$ cat config.mk
export PLATFORM = sky130hd
export DESIGN_NAME = apb_rr_mem_arbiter_flat
export DESIGN_NICKNAME = d
export VERILOG_FILES = /design/src/rtl/apb_rr_mem_arbiter_if.sv /design/src/rtl/apb_rr_mem_arbiter.sv /design/src/flat_wrapper.sv
export SDC_FILE = /design/constraint.sdc
export NUM_CORES = 1
export LEC_CHECK = 0
export ABC_AREA = 0
export BUFFER_PORTS_ARGS = -buffer_cell sky130_fd_sc_hd__buf_2
export CAP_MARGIN = 20
export CORE_AREA = 2 2 151 153
export DETAILED_ROUTE_END_ITERATION = 12
export DIE_AREA = 0 0 153 155
export GPL_ROUTABILITY_DRIVEN = 1
export GPL_TIMING_DRIVEN = 0
export PLACE_DENSITY_LB_ADDON = 0.12
export SYNTH_ARGS = -nofsm -noshare
export SYNTH_HDL_FRONTEND = slang
export SYNTH_SLANG_ARGS = --single-unit
$ cat constraint.sdc
create_clock -name PCLK -period 1.95 [get_ports PCLK]
set_input_delay 0.39 -clock PCLK [delete_from_list [all_inputs] [get_ports PCLK]]
set_output_delay 0.39 -clock PCLK [all_outputs]
set_load 0.01 [all_outputs]
$ cat src/rtl/apb_rr_mem_arbiter_if.sv
// apb_rr_mem_arbiter_if
//   Groups the request-FIFO, memory and response signals of the round-robin
//   APB memory arbiter.
//   modport master : the arbiter (pops FIFOs, drives memory, returns acks)
//   modport slave  : the environment (FIFOs, memory, interconnect)
//   Signals:
//     fifo_empty/fifo_write [NUM_REQ]     per-port FIFO status / head is write
//     fifo_addr/fifo_wdata  [NUM_REQ*32]  per-port head fields, port i at [32i+:32]
//     fifo_pop              [NUM_REQ]     one-hot pop strobe
//     mem_en/mem_we/mem_addr/mem_wdata    memory request
//     mem_rdata/mem_ready                 memory completion
//     arb_rdata/arb_rdata_ack/arb_wr_ack/arb_err  response to interconnects
//     busy                                arbiter not idle
interface apb_rr_mem_arbiter_if #(
  parameter int NUM_REQ = 4,
  parameter int ADDR_W  = 16
);
  logic [NUM_REQ-1:0]    fifo_empty;
  logic [NUM_REQ-1:0]    fifo_write;
  logic [NUM_REQ*32-1:0] fifo_addr;
  logic [NUM_REQ*32-1:0] fifo_wdata;
  logic [NUM_REQ-1:0]    fifo_pop;
  logic                  mem_en;
  logic                  mem_we;
  logic [ADDR_W-1:0]     mem_addr;
  logic [31:0]           mem_wdata;
  logic [31:0]           mem_rdata;
  logic                  mem_ready;
  logic [31:0]           arb_rdata;
  logic [NUM_REQ-1:0]    arb_rdata_ack;
  logic [NUM_REQ-1:0]    arb_wr_ack;
  logic                  arb_err;
  logic                  busy;

  modport master (
    input  fifo_empty, fifo_write, fifo_addr, fifo_wdata, mem_rdata, mem_ready,
    output fifo_pop, mem_en, mem_we, mem_addr, mem_wdata,
           arb_rdata, arb_rdata_ack, arb_wr_ack, arb_err, busy
  );

  modport slave (
    output fifo_empty, fifo_write, fifo_addr, fifo_wdata, mem_rdata, mem_ready,
    input  fifo_pop, mem_en, mem_we, mem_addr, mem_wdata,
           arb_rdata, arb_rdata_ack, arb_wr_ack, arb_err, busy
  );
endinterface

$ cat src/rtl/apb_rr_mem_arbiter.sv
// apb_rr_mem_arbiter
//   Pops one request at a time from the per-port FWFT FIFOs in round-robin
//   order, runs the access on the shared single-port memory with a ready
//   handshake and timeout, then returns a one-cycle ack, read data and an
//   error flag to the originating port.
//   Ports:
//     PCLK    clock, rising edge
//     PRESET  synchronous active-low reset
//     bus_io  FIFO / memory / response signals (master side)
//
//   state    | meaning
//   ---------+-------------------------------------------------------------
//   S_IDLE   | pick next non-empty port, pop it and latch its head entry
//   S_ACCESS | memory request held until mem_ready or timeout
//   S_RESP   | one-cycle ack pulse to the granted port
module apb_rr_mem_arbiter #(
  parameter int NUM_REQ = 4,
  parameter int ADDR_W  = 16,
  parameter int TIMEOUT = 16
) (
  input  logic                 PCLK,
  input  logic                 PRESET,
  apb_rr_mem_arbiter_if.master bus_io
);
  localparam int LG_W = $clog2(NUM_REQ);
  localparam int WC_W = $clog2(TIMEOUT);
  localparam logic [WC_W-1:0] WC_LAST = WC_W'(TIMEOUT - 1);
  localparam logic [LG_W-1:0] LG_RST  = LG_W'(NUM_REQ - 1);

  typedef enum logic [1:0] {S_IDLE, S_ACCESS, S_RESP} state_e;

  state_e            state_q, state_d;
  logic [LG_W-1:0]   last_grant_q, last_grant_d;
  logic [LG_W-1:0]   grant_q, grant_d;
  logic              lat_write_q, lat_write_d;
  logic [ADDR_W-1:0] lat_addr_q, lat_addr_d;
  logic [31:0]       lat_wdata_q, lat_wdata_d;
  logic [WC_W-1:0]   wait_cnt_q, wait_cnt_d;
  logic              err_q, err_d;
  logic [31:0]       arb_rdata_q, arb_rdata_d;

  // Round-robin search starting one past the last served port.
  logic              req_any;
  logic [LG_W-1:0]   sel_idx;
  logic              sel_write;
  logic [31:0]       sel_addr;
  logic [31:0]       sel_wdata;
  logic              sel_oor;
  int                idx;

  always_comb begin
    req_any = 1'b0;
    sel_idx = '0;
    idx     = 0;
    for (int k = 1; k <= NUM_REQ; k++) begin
      idx = int'(last_grant_q) + k;
      if (idx >= NUM_REQ) idx = idx - NUM_REQ;
      if (!req_any && !bus_io.fifo_empty[LG_W'(idx)]) begin
        req_any = 1'b1;
        sel_idx = LG_W'(idx);
      end
    end
  end

  always_comb begin
    sel_write = 1'b0;
    sel_addr  = '0;
    sel_wdata = '0;
    for (int i = 0; i < NUM_REQ; i++) begin
      if (sel_idx == LG_W'(i)) begin
        sel_write = bus_io.fifo_write[i];
        sel_addr  = bus_io.fifo_addr[32*i +: 32];
        sel_wdata = bus_io.fifo_wdata[32*i +: 32];
      end
    end
  end

  assign sel_oor = (sel_addr >> ADDR_W) != 32'd0;

  always_ff @(posedge PCLK) begin
    if (!PRESET) state_q <= S_IDLE;
    else         state_q <= state_d;
  end

  always_ff @(posedge PCLK) begin
    if (!PRESET) begin
      last_grant_q <= LG_RST;
      grant_q      <= '0;
      lat_write_q  <= 1'b0;
      lat_addr_q   <= '0;
      lat_wdata_q  <= '0;
      wait_cnt_q   <= '0;
      err_q        <= 1'b0;
      arb_rdata_q  <= '0;
    end else begin
      last_grant_q <= last_grant_d;
      grant_q      <= grant_d;
      lat_write_q  <= lat_write_d;
      lat_addr_q   <= lat_addr_d;
      lat_wdata_q  <= lat_wdata_d;
      wait_cnt_q   <= wait_cnt_d;
      err_q        <= err_d;
      arb_rdata_q  <= arb_rdata_d;
    end
  end

  always_comb begin
    state_d      = state_q;
    last_grant_d = last_grant_q;
    grant_d      = grant_q;
    lat_write_d  = lat_write_q;
    lat_addr_d   = lat_addr_q;
    lat_wdata_d  = lat_wdata_q;
    wait_cnt_d   = wait_cnt_q;
    err_d        = err_q;
    arb_rdata_d  = arb_rdata_q;
    case (state_q)
      S_IDLE: begin
        if (req_any) begin
          grant_d     = sel_idx;
          lat_write_d = sel_write;
          lat_addr_d  = sel_addr[ADDR_W-1:0];
          lat_wdata_d = sel_wdata;
          wait_cnt_d  = '0;
          // Out-of-range addresses are answered with an error, never touching memory.
          if (sel_oor) begin
            err_d   = 1'b1;
            state_d = S_RESP;
          end else begin
            err_d   = 1'b0;
            state_d = S_ACCESS;
          end
        end
      end
      S_ACCESS: begin
        if (bus_io.mem_ready) begin
          if (!lat_write_q) arb_rdata_d = bus_io.mem_rdata;
          err_d   = 1'b0;
          state_d = S_RESP;
        end else if (wait_cnt_q == WC_LAST) begin
          err_d       = 1'b1;
          arb_rdata_d = 32'hDEAD_BEEF;
          state_d     = S_RESP;
        end else begin
          wait_cnt_d = wait_cnt_q + 1'b1;
        end
      end
      S_RESP: begin
        last_grant_d = grant_q;
        state_d      = S_IDLE;
      end
      default: state_d = S_IDLE;
    endcase
  end

  logic [NUM_REQ-1:0] grant_oh;
  assign grant_oh = NUM_REQ'(1) << grant_q;

  always_comb begin
    bus_io.fifo_pop      = '0;
    bus_io.mem_en        = 1'b0;
    bus_io.mem_we        = 1'b0;
    bus_io.mem_addr      = '0;
    bus_io.mem_wdata     = '0;
    bus_io.arb_rdata_ack = '0;
    bus_io.arb_wr_ack    = '0;
    bus_io.arb_err       = 1'b0;
    bus_io.busy          = (state_q != S_IDLE);
    bus_io.arb_rdata     = arb_rdata_q;
    case (state_q)
      // A pop while reset is low would discard the entry without latching it.
      S_IDLE: if (req_any && PRESET) bus_io.fifo_pop = NUM_REQ'(1) << sel_idx;
      S_ACCESS: begin
        bus_io.mem_en    = 1'b1;
        bus_io.mem_we    = lat_write_q;
        bus_io.mem_addr  = lat_addr_q;
        bus_io.mem_wdata = lat_wdata_q;
      end
      S_RESP: begin
        if (lat_write_q) bus_io.arb_wr_ack    = grant_oh;
        else             bus_io.arb_rdata_ack = grant_oh;
        bus_io.arb_err = err_q;
      end
      default: ;
    endcase
  end
endmodule

$ cat src/flat_wrapper.sv
// flat-port wrapper written by rule: the top's interface ports become plain ports
module apb_rr_mem_arbiter_flat 
#(
  parameter int NUM_REQ = 4,
  parameter int ADDR_W  = 16,
  parameter int TIMEOUT = 16
)
  (PCLK, PRESET, bus_io_fifo_empty, bus_io_fifo_write, bus_io_fifo_addr, bus_io_fifo_wdata, bus_io_mem_rdata, bus_io_mem_ready, bus_io_fifo_pop, bus_io_mem_en, bus_io_mem_we, bus_io_mem_addr, bus_io_mem_wdata, bus_io_arb_rdata, bus_io_arb_rdata_ack, bus_io_arb_wr_ack, bus_io_arb_err, bus_io_busy);
  apb_rr_mem_arbiter_if #(.NUM_REQ(NUM_REQ), .ADDR_W(ADDR_W)) bus_io_i ();
  input  logic PCLK;
  input  logic PRESET;
  input wire logic [$bits(bus_io_i.fifo_empty)-1:0] bus_io_fifo_empty;
  input wire logic [$bits(bus_io_i.fifo_write)-1:0] bus_io_fifo_write;
  input wire logic [$bits(bus_io_i.fifo_addr)-1:0] bus_io_fifo_addr;
  input wire logic [$bits(bus_io_i.fifo_wdata)-1:0] bus_io_fifo_wdata;
  input wire logic [$bits(bus_io_i.mem_rdata)-1:0] bus_io_mem_rdata;
  input wire logic [$bits(bus_io_i.mem_ready)-1:0] bus_io_mem_ready;
  output wire logic [$bits(bus_io_i.fifo_pop)-1:0] bus_io_fifo_pop;
  output wire logic [$bits(bus_io_i.mem_en)-1:0] bus_io_mem_en;
  output wire logic [$bits(bus_io_i.mem_we)-1:0] bus_io_mem_we;
  output wire logic [$bits(bus_io_i.mem_addr)-1:0] bus_io_mem_addr;
  output wire logic [$bits(bus_io_i.mem_wdata)-1:0] bus_io_mem_wdata;
  output wire logic [$bits(bus_io_i.arb_rdata)-1:0] bus_io_arb_rdata;
  output wire logic [$bits(bus_io_i.arb_rdata_ack)-1:0] bus_io_arb_rdata_ack;
  output wire logic [$bits(bus_io_i.arb_wr_ack)-1:0] bus_io_arb_wr_ack;
  output wire logic [$bits(bus_io_i.arb_err)-1:0] bus_io_arb_err;
  output wire logic [$bits(bus_io_i.busy)-1:0] bus_io_busy;
  assign bus_io_i.fifo_empty = bus_io_fifo_empty;
  assign bus_io_i.fifo_write = bus_io_fifo_write;
  assign bus_io_i.fifo_addr = bus_io_fifo_addr;
  assign bus_io_i.fifo_wdata = bus_io_fifo_wdata;
  assign bus_io_i.mem_rdata = bus_io_mem_rdata;
  assign bus_io_i.mem_ready = bus_io_mem_ready;
  assign bus_io_fifo_pop = bus_io_i.fifo_pop;
  assign bus_io_mem_en = bus_io_i.mem_en;
  assign bus_io_mem_we = bus_io_i.mem_we;
  assign bus_io_mem_addr = bus_io_i.mem_addr;
  assign bus_io_mem_wdata = bus_io_i.mem_wdata;
  assign bus_io_arb_rdata = bus_io_i.arb_rdata;
  assign bus_io_arb_rdata_ack = bus_io_i.arb_rdata_ack;
  assign bus_io_arb_wr_ack = bus_io_i.arb_wr_ack;
  assign bus_io_arb_err = bus_io_i.arb_err;
  assign bus_io_busy = bus_io_i.busy;
  apb_rr_mem_arbiter #(.NUM_REQ(NUM_REQ), .ADDR_W(ADDR_W), .TIMEOUT(TIMEOUT)) u_core (.PCLK(PCLK), .PRESET(PRESET), .bus_io(bus_io_i));
endmodule
==> impl_metrics.json <==
{
  "min_period_over_period_pct": 107,
  "min_period_ns": 2.09,
  "fin_nets": 1350,
  "ys.flop_type": "dfxtp_1",
  "r2r_cells": 9,
  "cts_tree": "done",
  "synth_top_area_cell": "dfxtp_1",
  "syn_nets": 913,
  "firstDrtPassIters": 4,
  "status": "finished, violations left",
  "die_h_um": 155,
  "synth_warnings": 0,
  "fill_cells": 2350,
  "pin_count": 395,
  "synth_top_family_by_area": "multiplexers",
  "grt_use_total_pct": 18.2,
  "switching_share_pct": 29.3,
  "yosysSeqAreaShare_pct": 31.4,
  "clock_skew_ns": 0.00786,
  "hpwl_mm": 17.5,
  "arrival_ns": 1.70,
  "die-width_um": 153,
  "clk_transition_reported_paths_ns": 0.07,
  "hold_depth": 3,
  "final.setup.tns_ns": -1.52,
  "numCtsBuffers": 9,
  "timing_hold_violations_final": 0,
  "grt_pass1_wl_mm": 34.0,
  "synthMostInstantiatedCell": "mux2i_1",
  "design_area_sq_um": 9430,
  "num_vias": 6136,
  "initial_utilization_pct": 26.3,
  "synth_compound_gate_area_share_pct": 12.0,
  "worstMarginPinSlew_ns": 0.657,
  "fin_ws_ns": -0.143,
  "power_leakage_nw": 5.11,
  "p_switching_mw": 1.76,
  "globalplace.congestion": 0.801,
  "synth.avg_cell_area_sq_um": 9.55,
  "drc_errors": 0,
  "pwr-share-clk_pct": 30.4,
  "crit_required_ns": 1.56,
  "dr.first_iter.drc_count": 189,
  "antenna_cells": 0,
  "crit_type": "register to primary output",
  "peakVddDrop_v": 0.000292,
  "synth_area_sq_um": 5860,
  "antenna_found_initial": 0,
  "post_drt_wl_per_cell_um": 17.2,
  "finalSetupViolations": 35,
  "clock_path_buffers": 2,
  "vias_per_cell": 4.58,
  "critPathCaptureType": "primary output",
  "yosys.area_share.simple_pct": 20.2,
  "final_antenna_net_count": 0,
  "hold_class": "primary input to register",
  "r2r_slack_ns": -0.11,
  "path_max_fanout": 6,
  "synth_cell_type_count": 46,
  "cts_root_buffer": "clkbuf_16",
  "final_max_slew_viol_count": 0,
  "grt_max_degree": 17,
  "crit_path_start_kind": "register",
  "die-area_sq_um": 23700,
  "comb_power_share_pct": 34.8,
  "synth-xor-area-share_pct": 0.449,
  "cts_max_level": 3,
  "synth_mux_area_share_pct": 29.6,
  "holdPathEnd": "u_core.bus_io.arb_rdata[22]",
  "ys_top_cells_by_count": "103 x mux2i_1, 92 x dfxtp_1, 60 x nand3_1, 54 x and2_1, 39 x o21ai_1",
  "area_growth_pct": 61.0,
  "yosysTopAreaCellShare_pct": 31.4,
  "p_seq_share_pct": 34.8,
  "p_per_area_nw_per_um2": 638,
  "routed_wl_mm": 23.0,
  "fp-row-count": 55,
  "rsz0062_at_grt": "true",
  "core-area_sq_um": 22200,
  "grt_pass1_vias": 6062,
  "synth_fa_ha_area_share_pct": 0.214,
  "reg2reg_from": "u_core.last_grant_q[1]",
  "rr_endpoint": "u_core.state_q[0]",
  "drive_gt1_share_pct": 56.4,
  "violations": "negative setup slack",
  "relSlewSlack_pct": 56.2,
  "synth_edf_count": 0,
  "clock.fmax_ghz": 0.478,
  "maxCapViolCount": 0,
  "intPower_mw": 4.25,
  "numPortBuffers": 393,
  "cts.sinks": 92,
  "ys_ff_latch": 92,
  "cts_hold_buffers": 0,
  "overflow": 0,
  "hp-start": "bus_io_mem_rdata[22]",
  "synthTopCellsByArea": "dfxtp_1 31%, mux2i_1 18%, mux2_4 8.7%",
  "synthesis.instances": 613,
  "dpl_cell_area_sq_um": 8180,
  "worstSkewPairLatency_ns": 0.35,
  "async_flop_share_pct": 0
}
==> registers in the layout, indices dropped and copies added (netlist names) <==
signal / count
u_core.lat_write_q: 1
u_core.state_q: 2
u_core.wait_cnt_q: 4
u_core.bus_io.arb_rdata: 32
u_core.grant_q: 2
u_core.lat_addr_q: 16
u_core.last_grant_q: 2
u_core.err_q: 1
u_core.lat_wdata_q: 32
==> worst max-delay path by stage <==
stage	start	end	slack [ns]	cells past startpoint
2_1_floorplan	u_core.state_q[0]	bus_io_fifo_pop[2]	-0.01	5
3_3_place_gp	u_core.state_q[0]	bus_io_mem_wdata[31]	-0.61	5
3_5_place_dp	u_core.state_q[0]	bus_io_mem_wdata[31]	-0.56	5
4_1_cts	u_core.last_grant_q[1]	bus_io_fifo_pop[1]	-0.17	7
5_1_grt	u_core.last_grant_q[1]	bus_io_fifo_pop[1]	-0.20	6
6_report	u_core.last_grant_q[1]	bus_io_fifo_pop[1]	-0.14	7
==> cell type report <==
cell class	instances	area, sq um	area share, %
multi-input cells	463	3960	42.0
repair buffers	431	2530	26.8
flip-flops and latches	92	1860	19.7
plain buffers	49	400	4.25
well taps	285	357	3.78
clock buffers	10	229	2.43
clock inverters	6	72.6	0.770
inverters	4	17.5	0.186
==> critical path, stage by stage, from the launching register on <==
cell,delay (ns)
dfxtp_4,0.39
mux2_4,0.32
o21ai_4,0.15
a21oi_4,0.05
buf_8,0.13
inv_4,0.04
and3_4,0.16
buf_6,0.10
==> layout by cell type (no fill, tap or decap), drive strengths merged, types with 3 or more instances in the layout <==
master / Yosys / routed
inv: 4 / 5
mux2i: 103 / 103
a21boi: 9 / 9
and2: 55 / 55
buf: 20 / 448
nand2: 23 / 23
nor4: 18 / 18
clkbuf: 34 / 42
nand4: 5 / 5
o21ai: 53 / 53
clkinv: 0 / 3
dfxtp: 92 / 92
nor2: 12 / 12
o211a: 25 / 25
mux2: 51 / 51
nand3: 60 / 60
nand3b: 25 / 25
==> cell families (layout without fill, tap and decap cells) <==
group | after synthesis | after routing
xor+xnor | 3 | 3
flops | 92 | 92
mux | 154 | 154
simple gates | 210 | 210
buf+inv | 58 | 500
fa+ha+maj | 1 | 1
compound gates | 95 | 95
==> layer usage <==
metal / vias to the layer above / GRT usage (%) / share of wire [%]
met5: - / 0 / 0
met4: 0 / 4.63 / 1.1
met3: 16 / 3.79 / 5.6
met2: 214 / 30.7 / 48
met1: 2803 / 23.8 / 45
li1: 3103 / - / -
==> metrics by stage <==
stage               total power, mW  hold slack, ns  instances  setup WS [ns]  util, %
floorplan                      3.17           0.432        613        -0.0134        -
global placement               3.75           0.440       1291         -0.614     36.8
detailed placement             3.76           0.445       1291         -0.562     36.8
CTS                            5.81           0.311       1326         -0.165     40.1
global route                   6.32           0.333       1340         -0.203     42.4
finish                         6.01           0.319       1340         -0.143     42.4
==> power groups by stage <==
stage | sequential [mW] | combinational [mW] | clock, mW
after floorplan | 2.11 | 1.05 | 0
after detailed placement | 2.14 | 1.62 | 0
final | 2.09 | 2.09 | 1.83
after CTS | 2.09 | 1.83 | 1.88
after global placement | 2.13 | 1.61 | 0
after global routing | 2.11 | 2.24 | 1.97
==> timing repair <==
action,4_1_cts,5_1_grt
endpoints found under the hold margin,0,0
endpoints found under the setup margin,142,106
buffers inserted,19,12
resized for setup,59,86
cloned,3,5
pin swaps,7,5
No activity file was read; power rests on OpenSTA's default activity.
